==> config.mk <==
export PLATFORM = sky130hd
export DESIGN_NAME = param_gate_pipe
export DESIGN_NICKNAME = d
export VERILOG_FILES = /design/src/rtl/gate_pkg.sv /design/src/rtl/gate_reduce.sv /design/src/rtl/param_gate_pipe.sv
export SDC_FILE = /design/constraint.sdc
export NUM_CORES = 1
export LEC_CHECK = 0
export BUFFER_PORTS_ARGS = -buffer_cell sky130_fd_sc_hd__buf_2
export CELL_PAD_IN_SITES_DETAIL_PLACEMENT = 0
export CELL_PAD_IN_SITES_GLOBAL_PLACEMENT = 2
export CORE_MARGIN = 3
export CORE_UTILIZATION = 34
export DETAILED_ROUTE_END_ITERATION = 10
export PLACE_DENSITY_LB_ADDON = 0.1
export SLEW_MARGIN = 10
export SYNTH_ARGS = -nofsm -noshare
export SYNTH_HDL_FRONTEND = slang
export SYNTH_SLANG_ARGS = --single-unit
==> constraint.sdc <==
create_clock -name clk -period 1.55 [get_ports clk]
set_input_delay 0.31 -clock clk [delete_from_list [all_inputs] [get_ports clk]]
set_output_delay 0.31 -clock clk [all_outputs]
set_load 0.03 [all_outputs]
==> src/rtl/gate_pkg.sv <==
// rtl/gate_pkg.sv - shared opcode encoding for the gate reduction pipeline
package gate_pkg;

   localparam int OP_W = 3;

   typedef enum logic [OP_W-1:0] {
      OP_AND  = 3'd0,
      OP_OR   = 3'd1,
      OP_XOR  = 3'd2,
      OP_NAND = 3'd3,
      OP_NOR  = 3'd4,
      OP_XNOR = 3'd5,
      OP_PASS = 3'd6,
      OP_RSVD = 3'd7
   } op_t;

endpackage

==> src/rtl/gate_reduce.sv <==
// rtl/gate_reduce.sv - combinational bitwise reduction of NUM_IN packed operands
module gate_reduce
   import gate_pkg::*;
#(
   parameter int WIDTH  = 4,
   parameter int NUM_IN = 2
) (
   input  logic [OP_W-1:0]         op,
   input  logic [NUM_IN*WIDTH-1:0] data,
   output logic [WIDTH-1:0]        result,
   output logic                    err
);

   logic [WIDTH-1:0] and_r;
   logic [WIDTH-1:0] or_r;
   logic [WIDTH-1:0] xor_r;

   always_comb begin
      and_r = '1;
      or_r  = '0;
      xor_r = '0;
      for (int k = 0; k < NUM_IN; k++) begin
         and_r = and_r & data[k*WIDTH +: WIDTH];
         or_r  = or_r  | data[k*WIDTH +: WIDTH];
         xor_r = xor_r ^ data[k*WIDTH +: WIDTH];
      end
   end

   // Inverting ops invert the full reduction, never a pairwise chain
   always_comb begin
      result = '0;
      err    = 1'b0;
      case (op_t'(op))
         OP_AND:  result = and_r;
         OP_OR:   result = or_r;
         OP_XOR:  result = xor_r;
         OP_NAND: result = ~and_r;
         OP_NOR:  result = ~or_r;
         OP_XNOR: result = ~xor_r;
         OP_PASS: result = data[WIDTH-1:0];
         default: err    = 1'b1;
      endcase
   end

endmodule

==> src/rtl/param_gate_pipe.sv <==
// rtl/param_gate_pipe.sv - two-stage handshaked gate bank with completion counter
module param_gate_pipe
   import gate_pkg::*;
#(
   parameter int WIDTH  = 4,
   parameter int NUM_IN = 2,
   parameter int CNT_W  = 8
) (
   input  logic                    clk,
   input  logic                    rst,
   input  logic                    in_valid,
   output logic                    in_ready,
   input  logic [OP_W-1:0]         in_op,
   input  logic [NUM_IN*WIDTH-1:0] in_data,
   output logic                    out_valid,
   input  logic                    out_ready,
   output logic [WIDTH-1:0]        out_data,
   output logic                    out_err,
   output logic [CNT_W-1:0]        txn_count
);

   logic                    s1_valid;
   logic [OP_W-1:0]         s1_op;
   logic [NUM_IN*WIDTH-1:0] s1_data;
   logic                    s2_load;
   logic                    in_fire;
   logic [WIDTH-1:0]        red_result;
   logic                    red_err;

   assign s2_load  = s1_valid & (~out_valid | out_ready);
   assign in_ready = ~s1_valid | s2_load;
   assign in_fire  = in_valid & in_ready;

   always_ff @(posedge clk) begin
      if (rst) begin
         s1_valid <= 1'b0;
      end else if (in_fire) begin
         s1_valid <= 1'b1;
      end else if (s2_load) begin
         s1_valid <= 1'b0;
      end
   end

   // Payload only moves on an accepted handshake, so idle-bus X never lands here
   always_ff @(posedge clk) begin
      if (in_fire) begin
         s1_op   <= in_op;
         s1_data <= in_data;
      end
   end

   gate_reduce #(
      .WIDTH  (WIDTH),
      .NUM_IN (NUM_IN)
   ) u_reduce (
      .op     (s1_op),
      .data   (s1_data),
      .result (red_result),
      .err    (red_err)
   );

   always_ff @(posedge clk) begin
      if (rst) begin
         out_valid <= 1'b0;
         out_data  <= '0;
         out_err   <= 1'b0;
      end else if (s2_load) begin
         out_valid <= 1'b1;
         out_data  <= red_result;
         out_err   <= red_err;
      end else if (out_ready) begin
         out_valid <= 1'b0;
      end
   end

   always_ff @(posedge clk) begin
      if (rst) begin
         txn_count <= '0;
      end else if (out_valid & out_ready) begin
         txn_count <= txn_count + 1'b1;
      end
   end

endmodule

### Word-level counts from Yosys, hierarchy flattened

Index checks and enable logic that the tools add are counted.

| operators by class | value |
|---|---|
| multiplexer cells | 6 |
| add/sub/neg operators | 1 |
| equal/unequal tests | 6 |
| reductions and logical operators | 4 |
| bitwise gates (word level) | 13 |

Operators by type and width:

| kind | count |
|---|---|
| case mux 4 bit (7 select lines) | 1 |
| inverter 4 bit | 3 |
| equality test 3 bit (second input constant) | 3 |
| adder 8 x 1 -> 8 bit (second input constant) | 1 |
| OR reduction 7 bit | 1 |
| equality test 3 x 2 -> 1 bit (second input constant) | 2 |
| 2-to-1 mux 1 bit | 5 |
| AND 4 bit | 1 |
| bitwise OR 4 bit | 1 |
| nonzero test 2 bit | 2 |
| XOR 4 bit | 1 |
| AND 1 bit | 3 |
| equality test 3 x 1 -> 1 bit (second input constant) | 1 |
| zero test 3 bit | 1 |
| inverter 1 bit | 2 |
| bitwise OR 1 bit | 2 |

| storage, ports and cells | value |
|---|---|
| bits in registers | 26 |
| output and inout bits | 15 |
| logic and storage cells | 37 |
| bits of input ports | 15 |

### Logic depth before layout (Yosys ltp)

Gate-level depths: netlist (run 1).

| logic depth | value |
|---|---|
| depth after elaboration | 6 |
| mapped depth | 6 |
| gate-level depth less buffers | 6 |

### Cells and area by module

Synthesis (run 1) repeated with hierarchy kept, for this count alone.

| second synthesis, totals | value |
|---|---|
| cell total of the unflattened synthesis | 140 |
| area total of the unflattened synthesis | 1315.0 um2 |

By module, submodules not included:

| module | area an instance (um2) | cells each | times used |
|---|---|---|---|
| param_gate_pipe | 948.4 | 82 | 1 |
| gate_reduce | 366.6 | 58 | 1 |

### Worst setup path after synthesis (run 1)

No wires, ideal clock.

| timing | value |
|---|---|
| kind | reg2reg |
| from | register out_valid |
| to | register s1_data[0] (enable) |
| data arrival time | 1389 ps |
| cell stages (with the launch flop) | 4 |
| buffers on the path | 0 |
| data required time | 1257 ps |
| path slack | -131 ps |
| cell sequence | dfxtp_1 -> nor2b_1 -> nand2_1 -> and2_1 |

| on the way | value |
|---|---|
| longest elaborated chain between the ends | 5 |

RTL lines:

| what | line | source |
|---|---|---|
| start, declared | param_gate_pipe.sv:15 | `output logic out_valid,` |
| start signal, assigned | param_gate_pipe.sv:64 | `out_valid <= 1'b0;` |
| start signal, assigned | param_gate_pipe.sv:68 | `out_valid <= 1'b1;` |
| start signal, assigned | param_gate_pipe.sv:72 | `out_valid <= 1'b0;` |
| inverter 1 bit | param_gate_pipe.sv:30 | `assign s2_load = s1_valid & (~out_valid \| out_ready);` |
| bitwise OR 1 bit | param_gate_pipe.sv:30 |  |
| AND 1 bit | param_gate_pipe.sv:30 |  |
| bitwise OR 1 bit | param_gate_pipe.sv:31 | `assign in_ready = ~s1_valid \| s2_load;` |
| named net in_ready | param_gate_pipe.sv:12 | `output logic in_ready,` |
| AND 1 bit | param_gate_pipe.sv:32 | `assign in_fire = in_valid & in_ready;` |
| named net in_fire | param_gate_pipe.sv:26 | `logic in_fire;` |
| end signal, assigned | param_gate_pipe.sv:48 | `s1_data <= in_data;` |
| end, declared | param_gate_pipe.sv:24 | `logic [NUM_IN*WIDTH-1:0] s1_data;` |

The timed path passes the listed nets, and every way through them passes these cells.
A chain may end at the register's enable or synchronous reset.

### Final worst setup path (run 1)

| timing | value |
|---|---|
| from | register s1_data[2] |
| to | register out_data[2] |

| on the way | value |
|---|---|
| longest elaborated chain between the ends | 3 |
| elaborated cells on any way between the ends | 7 |

RTL lines:

| what | line | source |
|---|---|---|
| XOR 4 bit, or another cell as far along | gate_reduce.sv:25 | `xor_r = xor_r ^ data[k*WIDTH +: WIDTH];` |
| inverter 4 bit, on equally long branches | gate_reduce.sv:39, gate_reduce.sv:37, gate_reduce.sv:38 |  |
| case mux 4 bit (7 select lines) (*) | gate_reduce.sv:33 | `case (op_t'(op))` |
| end signal, assigned | param_gate_pipe.sv:69 | `out_data <= red_result;` |
| end, declared | param_gate_pipe.sv:17 | `output logic [WIDTH-1:0] out_data,` |

Every way passes the cells marked *; elsewhere a longest branch is shown, timed or not.

==> impl_summary.txt, run 1 <==
----------------------------------------------------
[Outcome]
  Result of the run ... completed

[Synthesis]
  Primary FF master, synth ... dfxtp_1
  Mapped Nets ... roughly 150
  Number of warning messages in the yosys log ... 0
  Share of synthesized cell area in full adder, half adder and majority cells ... 0.0805
  Netlist area before placement ... 1400 µm²
  Post-Syn Area per Cell ... about 11 µm²
  Sequential area share after synthesis ... 0.451
  Multiplexer share of the synthesized area ... 0.0617
  Number of enable flip-flop cells after synthesis ... 11
  Dominant combinational cell family by area after synthesis ... simple AND/OR/NAND/NOR gates
  Complex-gate fraction of the synthesized area ... 0.138
  Simple logic cell fraction of the synthesized area ... 0.175
  Number of register bits inferred by synthesis ... 26
  Post-synthesis async set-or-reset flop share ... 0
  Count of distinct cell types in the synthesized netlist ... 44
  Synth Area in XOR/XNOR ... 0.0313
  Synth Instances ... ~130

[Worst setup path]
  CP Max Fanout ... 3
  Reg2reg start ... s1_data[2]$_DFFE_PP_
  WP data arrival ... approximately 1700 ps
  Max stage delay cell, worst path ... edfxtp_1
  Critical path, cell by cell ... inv_1 > ha_1 > o32a_1 > a2bb2oi_1 > a311oi_1
  Critical path start-end classification ... reg -> reg
  Setup slack on the worst flop-to-flop path ... around 88 ps
  Highest cell delay on the worst timing path ... 380 ps
  Data required time at the worst endpoint ... between 1500 and 2000 ps
  Endpoint class of the critical path ... register
  Cell type group with the largest total delay on the critical path ... compound AO/OA/AOI/OAI gates
  Critical path startpoint category ... register
  Number of buffers and inverters on the critical path ... 1
  Depth of the worst register-to-register path ... 5
  Worst reg2reg path endpoint ... out_data[2]$_SDFFE_PP0P_

[STA]
  Worst Hold Margin ... roughly 210 ps
  Worst slew margin ... 0.642
  Clock tree skew after final layout ... between 4 and 5 ps
  Final setup vio count ... 0
  Slew @ Worst Pin ... about 540 ps
  Final count of pins violating max slew ... 0
  Time the worst path needs with I/O delays and setup ... approximately 1500 ps
  RSZ-0062 raised after global routing ... false
  Achievable Freq ... between 600 and 700 MHz
  Final Hold Vio Count ... 0
  Setup Total Neg Slack ... 0 ps
  Period utilization ... 0.943

[Floorplan]
  Starting density of the core ... 0.368
  Die Y ... approximately 70 µm
  Floorplan row count ... 22
  Total die area ... between 4000 and 5000 µm²
  Top-level port count ... 30
  Placeable core region ... about 3800 µm²
  Die W ... roughly 70 µm

[Final layout]
  Most frequent standard cell in the layout excluding fill and tap cells ... buf_2
  Synth-to-Final Area Change ... 20.1%
  Sequential cell area ... 632 µm²
  Total number of nets in the final design ... ~190
  Ratio of cells with drive above 1 in the final layout ... 0.311
  Post-route cell area ... 1680 µm²
  Fill cells ... 367
  Commonest cells after routing, fill and taps aside ... buf_2, dfxtp_1, nor2_1, edfxtp_1, ha_1
  ANT cells ... 0
  Area of the multi-input gates ... ~700 µm²
  Final core utilization ... 0.442

[Hold path]
  Startpoint of the most critical hold path ... in_data[2]
  Hold worst-path end ... s1_data[2]$_DFFE_PP_
  Min-Delay Path Class ... in -> reg
  Hold depth ... 1

[Clock network]
  Number of CTS-inserted buffers ... 3
  Cell at the root of the clock tree ... clkbuf_8
  Number of buffers on the longest clock path ... 2
  H-tree levels ... 1
  CTS tree ... done
  Clock edge transition at the registers on the reported setup and hold paths ... about 90 ps
  Number of sinks driven by the clock tree ... 26
  Source-to-sink clock delay at the later pin of the worst-skew pair ... approximately 270 ps

[Detailed routing]
  Max Used Layer ... met4
  Overall via count from detail_route ... ~1100
  Drt wl/cell ... 12.4 µm
  Routed wl met3 ... ~110 µm
  Detailed-routing wirelength on met1 ... approximately 1300 µm
  Violation count after the first detailed-routing iteration ... 57
  ANT nets after route ... 0
  Via density per instance ... around 5
  Number of iterations in the first detailed-routing pass ... 4
  # DRC ... 0
  Detailed Route WL ... 2640 µm
  Wire length on met2 ... approximately 1200 µm

[Placed design]
  Routability Congestion ... about 0.67
  Total half-perimeter wirelength after legalization and detailed placement ... slightly below 2000 µm
  Port buffer count ... 29
  Cell area reported after detailed placement ... about 1600 µm²

[GRT]
  Total grt overflow ... 0
  Pin count of the biggest net entering global routing ... 19
  First-pass GRT wire length ... 4360 µm
  Number of global-route vias before repair ... between 900 and 1000
  Global-route usage over all layers ... 0.111
  Antenna violations before repair ... 0

[Power and ir drop]
  Pleak ... between 0.7 and 0.8 nW
  Final total power ... approximately 0.0014 W
  Power per Cell Area ... around 810 nW/µm²
  VDD IR max ... about 0.56 mV

[Flow run]
  Count of maximum capacitance violations ... 0

----------------------------------------------------
## worst reg2reg max path, cell delays in order (launching register included)
cell and delay (ps):
edfxtp_1 380, inv_1 50, ha_1 210, o32a_1 360, a2bb2oi_1 130, a311oi_1 250
## repair_timing
action                     4_1_cts  5_1_grt
buffers inserted                 0        5
gates resized for setup          0        2
setup endpoints to repair        0        5
hold buffers                     0        0
## registers in the layout (all words and copies together) (netlist names)
name	count
s1_data	8
out_err	1
s1_valid	1
out_data	4
s1_op	3
out_valid	1
txn_count	8
## Yosys cell counts, types with 2 or more instances
cell type,number,share of area
nand2b_1,3,0.013
a21oi_1,5,0.018
buf_4,2,0.011
o41ai_2,2,0.023
nand2_1,8,0.021
a311oi_1,2,0.013
nor2b_1,2,0.0089
mux2i_1,6,0.043
dfxtp_1,15,0.21
nor2_1,13,0.035
inv_1,8,0.021
nand3_1,2,0.0072
or3_1,2,0.0089
xor2_1,5,0.031
o21ai_0,2,0.0072
nand3b_1,5,0.027
ha_1,9,0.081
nand3_2,2,0.014
edfxtp_1,11,0.24
## kinds of logic (layout without fill, tap and decap cells)
| family | after synthesis | count (layout) |
|---|---|---|
| adders and majority gates | 9 | 9 |
| AOI/OAI and AO/OA | 23 | 23 |
| xor gates and xnor gates | 5 | 5 |
| DFF | 26 | 26 |
| buffers and inverters | 14 | 49 |
| muxes | 8 | 8 |
| and+or+nand+nor | 44 | 44 |
## layer usage
layer,up-vias,GRT usage
met5,-,0
met4,0,0.0255
met3,2,0.0360
met2,22,0.180
met1,489,0.142
li1,539,-
## stage by stage
step                      cells  worst slack [ps]
after floorplan             129              9.09
after global placement      203              63.9
after detailed placement    203              23.0
after CTS                   207              7.64
after global routing        212              5.49
final                       212              87.9
## how the worst max path moves through the flow
stage | depth (start not counted) | slack [ps] | startpoint | to
2_1_floorplan | 3 | 9 | out_valid$_SDFFE_PP0P_ | s1_data[0]$_DFFE_PP_
6_report | 5 | 90 | s1_data[2]$_DFFE_PP_ | out_data[2]$_SDFFE_PP0P_
4_1_cts | 6 | 8 | s1_data[0]$_DFFE_PP_ | out_data[0]$_SDFFE_PP0P_
3_5_place_dp | 5 | 20 | s1_data[1]$_DFFE_PP_ | out_data[1]$_SDFFE_PP0P_
3_3_place_gp | 5 | 60 | s1_data[1]$_DFFE_PP_ | out_data[1]$_SDFFE_PP0P_
5_1_grt | 5 | 5 | s1_data[2]$_DFFE_PP_ | out_data[2]$_SDFFE_PP0P_
## power by group
part | internal [W] | switching [W]
combinational | 0.000101 | 0.000116
sequential | 0.000744 | 0.0000221
clock | 0.000177 | 0.000204
## final cells by class
cell class,instances,area share
flip-flops and latches,26,0.376
well taps,48,0.0357
multi-input cells,89,0.414
clock buffers,3,0.0246
clock inverters,1,0.00223
inverters,8,0.0179
repair buffers,37,0.130
Note: power is estimated with default switching activity, not from simulation.
==> run 2, diff against run 1 <==
Settings changed: CORE_MARGIN 3 to 2, MAX_ROUTING_LAYER from default to met4, PLACE_DENSITY_LB_ADDON 0.1 to 0.12.
==> impl_summary.txt, run 2 (synthesis gave the netlist of run 1 again) <==
----------------------------------------------------
[Outcome]
  Result of the run ... completed

[GRT]
  First-pass GRT wire length ... around 4400 µm
  Number of global-route vias before repair ... 975
  Total grt overflow ... 0
  Global-route usage over all layers ... 0.135
  Pin count of the biggest net entering global routing ... 19
  Antenna violations before repair ... 0

[Flow run]
  Count of maximum capacitance violations ... 0

[Floorplan]
  Die W ... 68.1 µm
  Top-level port count ... 30
  Starting density of the core ... 0.352
  Placeable core region ... 3970 µm²
  Floorplan row count ... 23
  Total die area ... 4640 µm²
  Die Y ... just under 70 µm

[Placed design]
  Cell area reported after detailed placement ... roughly 1600 µm²
  Routability Congestion ... 0.741
  Total half-perimeter wirelength after legalization and detailed placement ... a little under 2000 µm
  Dpl ws ... 16.6 ps
  Port buffer count ... 29

[Detailed routing]
  Detailed Route WL ... 2720 µm
  ANT nets after route ... 0
  Violation count after the first detailed-routing iteration ... slightly below 60
  Number of iterations in the first detailed-routing pass ... 4
  Via density per instance ... approximately 5
  # DRC ... 0
  Overall via count from detail_route ... 1073
  Drt wl/cell ... 12.5 µm

[Hold path]
  Min-Delay Path Class ... in -> reg

[Final layout]
  Post-route cell area ... around 1700 µm²
  Total number of nets in the final design ... a little under 200
  Ratio of cells with drive above 1 in the final layout ... 0.357
  Commonest cells after routing, fill and taps aside ... buf_2, dfxtp_1, nor2_1, edfxtp_1, buf_4
  ANT cells ... 0
  Most frequent standard cell in the layout excluding fill and tap cells ... buf_2
  Registers with the most flip-flops ... s1_data x8, txn_count x8, out_data x4
  Synth-to-Final Area Change ... 24.3%
  Final core utilization ... 0.438

[STA]
  Clock tree skew after final layout ... around 1.9 ps
  Setup Total Neg Slack ... 0 ps
  Worst path setup slack after routing ... a little under 80 ps
  Slew @ Worst Pin ... 352 ps
  Period utilization ... 0.949
  RSZ-0062 raised after global routing ... false
  Time the worst path needs with I/O delays and setup ... approximately 1500 ps
  Final count of pins violating max slew ... 0
  Final setup vio count ... 0
  Achievable Freq ... approximately 680 MHz
  Worst slew margin ... 0.766
  Final Hold Vio Count ... 0

[Clock network]
  Number of buffers on the longest clock path ... 2
  Number of sinks driven by the clock tree ... 26
  H-tree levels ... 1
  Cell at the root of the clock tree ... clkbuf_8
  Source-to-sink clock delay at the later pin of the worst-skew pair ... 270 ps
  Clock edge transition at the registers on the reported setup and hold paths ... ~90 ps
  CTS tree ... done
  Number of CTS-inserted buffers ... 3
  Total of hold buffers inserted after clock tree synthesis ... 0

[Worst setup path]
  WP data arrival ... approximately 1700 ps
  Max stage delay cell, worst path ... edfxtp_1
  Critical path startpoint category ... register
  Endpoint class of the critical path ... register
  Highest cell delay on the worst timing path ... between 400 and 500 ps
  Critical path, cell by cell ... buf_12 > nand2b_1 > o21ai_1 > a2111oi_4 > o41ai_2
  CP Max Fanout ... 17
  Critical path start-end classification ... reg -> reg
  Data required time at the worst endpoint ... about 1700 ps

[Power and ir drop]
  Internal power component ... about 0.0011 W
  Pleak ... 0.771 nW
  Sequential Power Share ... 0.535
  Fraction of power consumed by combinational cells ... 0.163
  Relative contribution of the clock network to total power ... 0.302
  Power per Cell Area ... about 800 nW/µm²
  Switching part of the total ... 0.244
  Switching power total ... between 0.0003 and 0.0004 W
  VDD IR max ... about 0.46 mV

----------------------------------------------------
-- run 2: worst max-delay path, delay by kind of cell (launching register included) --
| family | cells | cell delay, ps |
|---|---|---|
| compound gates | 3 | 570 |
| buf+inv | 1 | 180 |
| flops | 1 | 420 |
| simple gates | 1 | 200 |
-- run 2: layout make-up --
class                           instances  area, µm²
Clock buffer                            4       55.1
Fill cell                             387       2230
Inverter                                8       30.0
Multi-Input combinational cell         89        714
Sequential cell                        26        632
Tap cell                               50       62.6
Timing Repair Buffer                   41        245
-- run 2: what timing repair did --
action	CTS	global route
resized for setup	0	6
pin swaps	0	2
setup endpoints to repair	1	16
cloned	0	0
setup buffers	3	5
-- run 2: power groups by stage --
stage	registers, W	logic (W)	clock network [W]
2_1_floorplan	0.000798	0.000134	0
5_1_grt	0.000770	0.000260	0.000488
4_1_cts	0.000769	0.000209	0.000457
3_5_place_dp	0.000787	0.000201	0
6_report	0.000765	0.000233	0.000433
3_3_place_gp	0.000786	0.000195	0
-- run 2: worst paths after layout --
kind                                                  end                 startpoint  cells after the start  slack [ps]
worst max-delay path             out_data[1]$_SDFFE_PP0P_         s1_op[2]$_DFFE_PP_                      5          80
worst min-delay path                 s1_data[4]$_DFFE_PP_                 in_data[4]                      1         210
worst max register to register   out_data[1]$_SDFFE_PP0P_         s1_op[2]$_DFFE_PP_                      5          80
worst min register to register  txn_count[1]$_SDFFE_PP0P_  txn_count[1]$_SDFFE_PP0P_                      2         500
-- run 2: routing by layer --
layer / track usage / share of wire / vias to the layer above / routed length (µm)
met2: 0.198 / 0.46 / 26 / 1250
met1: 0.174 / 0.48 / 497 / 1300
met4: 0.0750 / 0.014 / 0 / 38
met3: 0.0247 / 0.051 / 2 / 138
li1: - / - / 548 / -
met5: - / 0 / - / 0
-- run 2: through the flow --
step                      power, W  hold slack (ps)  cells
after floorplan           0.000931              409    129
after global placement    0.000981              469    206
after detailed placement  0.000988              483    206
after CTS                  0.00144              201    213
after global routing       0.00152              191    218
final                      0.00143              212    218
==> run 3, diff against run 2 <==
Settings changed: BUFFER_PORTS_ARGS -buffer_cell sky130_fd_sc_hd__buf_2 to default, CORE_UTILIZATION 34 to 39, DONT_BUFFER_PORTS from default to 1.
==> impl_summary.txt, run 3 (synthesis gave the netlist of run 1 again) <==
----------------------------------------------------
[Power and ir drop]
  Final total power ... about 0.0014 W
  Power per Cell Area ... 843 nW/µm²
  Pleak ... 0.671 nW
  VDD IR max ... between 0.5 and 0.6 mV

[STA]
  RSZ-0062 raised after global routing ... true
  Final setup vio count ... 0
  Final Hold Vio Count ... 0
  Worst path setup slack after routing ... roughly 4 ps
  Achievable Freq ... ~650 MHz
  Worst slew margin ... 0.739
  Clock tree skew after final layout ... between 8 and 9 ps
  Slew @ Worst Pin ... 391 ps
  Final count of pins violating max slew ... 0
  Period utilization ... 0.997
  Time the worst path needs with I/O delays and setup ... between 1500 and 2000 ps

[Worst setup path]
  Critical path startpoint category ... register
  Critical path start-end classification ... reg -> reg
  Source of the critical timing path ... s1_data[0]$_DFFE_PP_
  Setup slack on the worst flop-to-flop path ... between 4 and 5 ps
  Worst reg2reg path endpoint ... out_data[0]$_SDFFE_PP0P_
  Data required time at the worst endpoint ... roughly 1800 ps
  CP Max Fanout ... 2
  Reg2reg start ... s1_data[0]$_DFFE_PP_
  Endpoint class of the critical path ... register
  WP data arrival ... roughly 1800 ps
  Depth of the worst register-to-register path ... 6

[GRT]
  Total grt overflow ... 0
  Pin count of the biggest net entering global routing ... 19
  First-pass GRT wire length ... 4490 µm
  Antenna violations before repair ... 0
  Global-route usage over all layers ... 0.144
  Number of global-route vias before repair ... between 1000 and 1500

[Clock network]
  Number of buffers on the longest clock path ... 2
  H-tree levels ... 1
  Source-to-sink clock delay at the later pin of the worst-skew pair ... around 330 ps
  Number of CTS-inserted buffers ... 3
  CTS tree ... done
  Clock edge transition at the registers on the reported setup and hold paths ... about 160 ps
  Cell at the root of the clock tree ... clkbuf_4
  Number of sinks driven by the clock tree ... 26

[Placed design]
  Total half-perimeter wirelength after legalization and detailed placement ... ~2100 µm
  Port buffer count ... 0
  Routability Congestion ... around 0.74
  Dpl ws ... approximately 25 ps

[Floorplan]
  Die Y ... 63.9 µm
  Starting density of the core ... 0.413
  Floorplan row count ... 21
  Total die area ... between 4000 and 5000 µm²
  Top-level port count ... 30
  Die W ... 63.9 µm
  Placeable core region ... 3390 µm²

[Final layout]
  Commonest cells after routing, fill and taps aside ... buf_4, dfxtp_1, nor2_1, edfxtp_1
  Ratio of cells with drive above 1 in the final layout ... 0.252
  Total number of nets in the final design ... 172
  Fill cells ... about 330
  Synth-to-Final Area Change ... 17.4%
  Registers with the most flip-flops ... s1_data x8, txn_count x8, out_data x4
  Most frequent standard cell in the layout excluding fill and tap cells ... buf_4
  ANT cells ... 0

[Hold path]
  Hold worst-path end ... out_data[2]$_SDFFE_PP0P_
  Hold depth ... 1
  Startpoint of the most critical hold path ... rst
  Min-Delay Path Class ... in -> reg

[Detailed routing]
  Detailed Route WL ... between 2000 and 3000 µm
  # DRC ... 0
  ANT nets after route ... 0
  Via density per instance ... approximately 5.2
  Overall via count from detail_route ... between 1000 and 1500
  Number of iterations in the first detailed-routing pass ... 3
  Drt wl/cell ... roughly 15 µm
  Violation count after the first detailed-routing iteration ... between 40 and 50

[Flow run]
  Count of maximum capacitance violations ... 0

[Outcome]
  Result of the run ... completed

----------------------------------------------------
## run 3: cell types whose count changed in the layout (fill, tap and decap cells not counted), sizes merged
cell / change
dlygate4sd3: +1
buf: -21
clkbuf: -1
## run 3: metal layers
metal / global-route usage / share of wire / up-vias
li1: - / - / 501
met1: 0.137 / 0.39 / 490
met2: 0.280 / 0.56 / 18
met3: 0.0493 / 0.047 / 2
met4: 0.0245 / 0.0063 / 0
met5: - / 0 / -
## run 3: worst max path at each step
stage / end / slack, ps / cells past startpoint
final: out_data[0]$_SDFFE_PP0P_ / 4 / 6
after global routing: out_data[0]$_SDFFE_PP0P_ / -30 / 6
after floorplan: s1_data[0]$_DFFE_PP_ / 9 / 3
after global placement: out_data[1]$_SDFFE_PP0P_ / 80 / 5
after CTS: out_data[0]$_SDFFE_PP0P_ / -5 / 6
after detailed placement: out_data[0]$_SDFFE_PP0P_ / 30 / 6
## run 3: stage by stage
| stage | hold WS (ps) | utilization | area (µm²) | std cells | TNS [ps] |
|---|---|---|---|---|---|
| CTS | 11.0 | 0.465 | 1580 | 190 | -5.01 |
| global route | 5.50 | 0.485 | 1640 | 193 | -33.5 |
| global placement | 379 | 0.449 | 1520 | 185 | 0 |
| finish | 28.2 | 0.485 | 1640 | 193 | 0 |
| detailed placement | 380 | 0.449 | 1520 | 185 | 0 |
| floorplan | 409 | - | 1400 | 129 | 0 |
## run 3: area by class of cell
type | instances | area (µm²) | area share
Multi-Input combinational cell | 89 | 717 | 0.436
Sequential cell | 26 | 634 | 0.386
Timing Repair Buffer | 20 | 156 | 0.0952
Tap cell | 46 | 57.6 | 0.0350
Clock buffer | 4 | 47.5 | 0.0289
Inverter | 8 | 30.0 | 0.0183
## run 3: power breakdown
part | leakage [nW] | switching [W] | internal, W
Combinational | 0.415 | 0.0000907 | 0.0000941
Clock | 0.0261 | 0.000218 | 0.000197
Sequential | 0.230 | 0.0000410 | 0.000744
## run 3: repair_timing
| item | CTS | global route |
|---|---|---|
| setup buffers | 1 | 2 |
| pin swaps | 0 | 2 |
| hold endpoints to repair | 0 | 5 |
| endpoints found under the setup margin | 2 | 4 |
| hold buffers | 0 | 1 |
| resized for setup | 1 | 7 |
## run 3: worst max-delay path: stages (launching register included)
cell      delay, ps
edfxtp_1        420
inv_1           110
ha_4            210
mux2_4          250
mux2i_1         130
nor2_1           60
o41ai_2         280
